===== src/rtl/spi_rx.sv =====
// SPI mode-3 receiver for the 8-bit display link.
// Deserializes {dc, byte} words into a show-ahead FIFO read by the CPU.
module spi_rx #(
   parameter int unsigned DEPTH = 16,
   parameter int unsigned AW    = 4
) (
   input  logic          clk,
   input  logic          reset_,
   input  logic          cs_,
   input  logic          sck,
   input  logic          sdi,
   input  logic          dc,
   input  logic          rd,
   input  logic          clr,
   output logic [8:0]    rdata,
   output logic          valid,
   output logic [AW:0]   count,
   output logic          ovf,
   output logic          ferr
);

   localparam int unsigned WW = 9;

   typedef enum logic {IDLE, SHIFT} state_t;

   logic [1:0] cs_sync, sck_sync, sdi_sync, dc_sync;
   logic       cs_s, sck_s, sdi_s, dc_s, sck_prev, sck_rise;

   state_t     state, state_nxt;
   logic [2:0] bitcnt, bitcnt_nxt;
   logic [7:0] shreg, shreg_nxt;
   logic       push, frame_err;
   logic [WW-1:0] wdata;

   logic [WW-1:0] mem [DEPTH];
   logic [AW-1:0] wptr, rptr;
   logic [AW:0]   cnt;
   logic          full, pop, do_push, ovf_set;

   // 2-FF synchronizers; cs_ and sck reset to their idle-high level
   always_ff @(posedge clk or negedge reset_) begin
      if (!reset_) begin
         cs_sync  <= 2'b11;
         sck_sync <= 2'b11;
         sdi_sync <= 2'b00;
         dc_sync  <= 2'b00;
         sck_prev <= 1'b1;
      end else begin
         cs_sync  <= {cs_sync[0], cs_};
         sck_sync <= {sck_sync[0], sck};
         sdi_sync <= {sdi_sync[0], sdi};
         dc_sync  <= {dc_sync[0], dc};
         sck_prev <= sck_s;
      end
   end

   assign cs_s     = cs_sync[1];
   assign sck_s    = sck_sync[1];
   assign sdi_s    = sdi_sync[1];
   assign dc_s     = dc_sync[1];
   assign sck_rise = sck_s & ~sck_prev;
   assign wdata    = {dc_s, shreg[6:0], sdi_s};

   always_ff @(posedge clk or negedge reset_) begin
      if (!reset_) begin
         state  <= IDLE;
         bitcnt <= 3'd0;
         shreg  <= 8'd0;
      end else begin
         state  <= state_nxt;
         bitcnt <= bitcnt_nxt;
         shreg  <= shreg_nxt;
      end
   end

   // A byte completing on the same clk that cs_ rises is kept, not flagged
   always_comb begin
      state_nxt  = state;
      bitcnt_nxt = bitcnt;
      shreg_nxt  = shreg;
      push       = 1'b0;
      frame_err  = 1'b0;
      case (state)
         IDLE: begin
            bitcnt_nxt = 3'd0;
            if (!cs_s) state_nxt = SHIFT;
         end
         SHIFT: begin
            if (sck_rise) begin
               shreg_nxt  = {shreg[6:0], sdi_s};
               bitcnt_nxt = bitcnt + 3'd1;
               push       = (bitcnt == 3'd7);
            end
            if (cs_s) begin
               state_nxt  = IDLE;
               frame_err  = (bitcnt_nxt != 3'd0);
               bitcnt_nxt = 3'd0;
            end
         end
         default: state_nxt = IDLE;
      endcase
   end

   assign full    = (cnt == (AW+1)'(DEPTH));
   assign valid   = (cnt != '0);
   assign pop     = rd & valid;
   assign do_push = push & (~full | pop);
   assign ovf_set = push & full & ~pop;

   // FIFO storage, pointers and sticky flags; clr wins over push and flag set
   always_ff @(posedge clk or negedge reset_) begin
      if (!reset_) begin
         for (int unsigned i = 0; i < DEPTH; i++) mem[i] <= '0;
         wptr <= '0;
         rptr <= '0;
         cnt  <= '0;
         ovf  <= 1'b0;
         ferr <= 1'b0;
      end else if (clr) begin
         wptr <= '0;
         rptr <= '0;
         cnt  <= '0;
         ovf  <= 1'b0;
         ferr <= 1'b0;
      end else begin
         if (do_push) begin
            mem[wptr] <= wdata;
            wptr      <= wptr + AW'(1);
         end
         if (pop) rptr <= rptr + AW'(1);
         case ({do_push, pop})
            2'b10:   cnt <= cnt + (AW+1)'(1);
            2'b01:   cnt <= cnt - (AW+1)'(1);
            default: cnt <= cnt;
         endcase
         if (ovf_set)   ovf  <= 1'b1;
         if (frame_err) ferr <= 1'b1;
      end
   end

   assign rdata = valid ? mem[rptr] : '0;
   assign count = cnt;

endmodule


===== config.mk =====
export PLATFORM = sky130hd
export DESIGN_NAME = spi_rx
export DESIGN_NICKNAME = d
export VERILOG_FILES = /design/src/rtl/spi_rx.sv
export SDC_FILE = /design/constraint.sdc
export NUM_CORES = 1
export LEC_CHECK = 0
export ABC_CLOCK_PERIOD_IN_PS = 7950
export CAP_MARGIN = 10
export CORE_MARGIN = 2
export CORE_UTILIZATION = 50
export CTS_CLUSTER_DIAMETER = 200
export DETAILED_ROUTE_END_ITERATION = 16
export PLACE_DENSITY = 0.67
export SLEW_MARGIN = 0
export SYNTH_ARGS = -nofsm -noshare
export SYNTH_HDL_FRONTEND = slang
export SYNTH_SLANG_ARGS = --single-unit

===== constraint.sdc =====
create_clock -name clk -period 7.95 [get_ports clk]
set_clock_uncertainty 0.15 [all_clocks]
set_input_delay 1.59 -clock clk [delete_from_list [all_inputs] [get_ports clk]]
set_output_delay 1.59 -clock clk [all_outputs]
set_load 0.02 [all_outputs]

==> results.json <==
{
  "outcome": "finished clean",
  "dp_hpwl_um": 10800,
  "worstSetupEndpointType": "output port",
  "antenna_left": 0,
  "maxCapViolations": 0,
  "synth_compound_area_share_pct": 1.54,
  "netlist_area_mm2": 0.00835,
  "netlist_instances": 521,
  "overflow": 0,
  "switching_share_pct": 27.3,
  "p_int_mw": 1.53,
  "synth_edf_count": 0,
  "hold_slack_ps": 208,
  "core_mm2": 0.0165,
  "route.detailed.drc": 0,
  "cts_setup_buffers": 0,
  "synth_area_leaders": "dfrtp_1 52%, mux2_2 14%, mux4_2 12%",
  "yosysTopAreaCell": "dfrtp_1",
  "rows": 47,
  "seq_power_share_pct": 49.0,
  "dieHeight_um": 133,
  "crit_path_max_fanout": 28,
  "finish.utilization_pct": 56.7,
  "instances_no_fill": 772,
  "n_antenna_cell": 0,
  "netSwitchingPower_mw": 0.573,
  "nets": 556,
  "antenna_found_initial": 0,
  "dp.cells": 740,
  "first_pass_iters": 4,
  "p_per_area_mw_per_mm2": 225,
  "synth_mux_area_share_pct": 34.8,
  "drive_gt1_share_pct": 46.0,
  "critPathMaxStageDelay_ps": 600,
  "drt_iter0_drc": 226,
  "place_congestion": 0.771,
  "drt-total-wl_um": 17700,
  "synth_cell_types": 47,
  "vias_per_cell": 5.80,
  "port_buffers": 24,
  "cp.arrival_ps": 3410,
  "slew_headroom_pct": 36.5,
  "clock_path_buffers": 2,
  "clkSinkCount": 179,
  "final-setup-viol-count": 0,
  "clock_latency_ps": 430,
  "pwr-share-clk_pct": 39.4,
  "cts_resized": 0,
  "crit_required_ps": 6210,
  "yosys.area_share.simple_pct": 5.77,
  "grt_pass1_wl_um": 28500,
  "layout_min_cycle_time_ps": 5150,
  "cts_buffers": 17,
  "fillers": 1279,
  "grt_pass1_vias": 4960,
  "clkTransAtPathRegs_ps": 70,
  "ys_seq_area_share_pct": 53.7,
  "ys.flop_type": "dfrtp_1",
  "grt_max_degree": 106,
  "initial_utilization_pct": 50.7,
  "cts-htree-levels": 4,
  "leakagePower_nw": 4.46,
  "ir_worst_vdd_mv": 0.156,
  "cp_top_family": "multiplexers",
  "cts-hold-fix-buffers": 0,
  "post_drt_wl_per_cell_um": 22.9,
  "hold_violations": 0,
  "hold_class": "reg -> reg",
  "rsz0062_at_grt": "no",
  "path_common_cell": "mux4_2",
  "pin_count": 25,
  "die_w_um": 133,
  "synth_top_area_share_pct": 52.1,
  "synth-adder-area-share_pct": 1.35,
  "die-area_mm2": 0.0178,
  "areaGrowthSynthToFinish_pct": 11.9,
  "p_comb_share_pct": 11.6,
  "track_usage_pct": 21.8,
  "synth_top_family_by_area": "multiplexers",
  "vias": 4481,
  "slew_violations": 0,
  "syn-num-nets": 538,
  "fin_crit_sh_pct": 64.8,
  "worstPathCellList": "buf_4, mux4_2, mux4_2, and2_1, clkdlybuf4s50_1",
  "cp_slowest_cell": "dfrtp_2",
  "async_reset_ff_share_pct": 100,
  "cp.buffers_inverters": 2,
  "fmax_ghz": 0.194,
  "setup_tns_ps": 0,
  "synth-seq-cells": 179,
  "worstMarginPinSlew_ps": 952,
  "synthXorXnorAreaFrac_pct": 0.944,
  "worstSetupPathType": "reg -> out",
  "critPathLaunchType": "register",
  "r2r_slack_ps": 5040,
  "cts_tree": "done",
  "avgSynthCellArea_um2": 16.0,
  "cts-root-buf": "clkbuf_16",
  "ys.warnings.count": 0
}
flip-flops by register name, summed over array words and instances, names as in the netlist:
register,flops
bitcnt,3
count,5
cs_sync,2
dc_sync,2
ferr,1
mem,144
ovf,1
rptr,4
sck_prev,1
sck_sync,2
sdi_sync,2
shreg,7
state,1
wptr,4
cell type report:
| cell class | instances | area (um2) | share of cell area (%) |
|---|---|---|---|
| multi-input combinational | 309 | 3710 | 39.7 |
| tap | 220 | 275 | 2.95 |
| timing repair buffer | 27 | 264 | 2.83 |
| sequential | 179 | 4490 | 48.0 |
| inverter | 5 | 18.8 | 0.201 |
| clock inverter | 12 | 130 | 1.39 |
| clock buffer | 20 | 457 | 4.89 |
cells in the mapped netlist (2+ instances only):
library cell / n
dfrtp_1: 174
mux2_2: 106
mux4_2: 45
mux2_4: 36
nor2_1: 20
clkbuf_1: 18
nand2_2: 12
and2_1: 10
mux2_1: 10
ha_1: 9
nand2_1: 6
dfstp_2: 5
inv_1: 5
mux2i_1: 5
xnor2_1: 5
a31oi_1: 4
buf_2: 4
nand2_8: 4
xor2_1: 4
a21oi_1: 3
buf_1: 3
nand3_1: 3
buf_6: 2
nand2b_1: 2
nor2b_1: 2
nor3_1: 2
nor4_1: 2
through the flow:
stage / power (mW) / instance area [um2] / worst slack, ps
floorplan: 1.21 / 8350 / 4070
global placement: 1.28 / 8760 / 3240
detailed placement: 1.29 / 8760 / 3200
CTS: 2.12 / 9340 / 2730
global route: 2.20 / 9340 / 2600
finish: 2.10 / 9340 / 2800
per-layer routing:
layer,routed length (um),track usage [%],vias up
met5,0,0,-
met4,303,6.38,0
li1,-,-,1962
met1,8270,31.1,2408
met2,8450,33.7,87
met3,657,5.33,24
kinds of logic after synthesis:
kind of cell	Yosys count
mux	202
flops	179
simple gates	72
buf+inv	33
compound gates	17
xor+xnor	9
fa+ha+maj	9
layout by cell type, fill, tap and decap left out, types with 3 or more instances in the layout:
| cell | netlist | layout |
|---|---|---|
| a21oi_1 | 3 | 3 |
| a31oi_1 | 4 | 4 |
| and2_1 | 10 | 10 |
| buf_4 | 0 | 3 |
| clkbuf_16 | 0 | 17 |
| clkdlybuf4s50_1 | 0 | 23 |
| clkinv_2 | 0 | 4 |
| dfrtp_1 | 174 | 173 |
| dfstp_2 | 5 | 5 |
| ha_1 | 9 | 9 |
| inv_1 | 5 | 5 |
| mux2_1 | 10 | 10 |
| mux2_2 | 106 | 106 |
| mux2_4 | 36 | 36 |
| mux2i_1 | 5 | 5 |
| mux4_2 | 45 | 45 |
| nand2_1 | 6 | 6 |
| nand2_2 | 12 | 12 |
| nand2_8 | 4 | 4 |
| nand3_1 | 3 | 3 |
| nor2_1 | 20 | 20 |
| xnor2_1 | 5 | 5 |
| xor2_1 | 4 | 4 |
power groups by stage:
stage	sequential [mW]	clock, mW	combinational [mW]
3_5_place_dp	1.05	0	0.248
5_1_grt	1.04	0.885	0.272
2_1_floorplan	0.989	0	0.222
6_report	1.03	0.827	0.244
3_3_place_gp	1.04	0	0.240
4_1_cts	1.03	0.846	0.249
final timing paths:
check / from / endpoint / cells past startpoint
min in group asynchronous: reset_ / mem[45] / 1
max in group asynchronous: reset_ / mem[112] / 2
worst max register to register: bitcnt[0] / mem[43] / 7
worst max-delay path: rptr[0] / rdata[5] / 5
worst min-delay path: sck_sync[0] / sck_sync[1] / 0
worst min register to register: sck_sync[0] / sck_sync[1] / 0
Note: power is estimated with default switching activity, not from simulation.
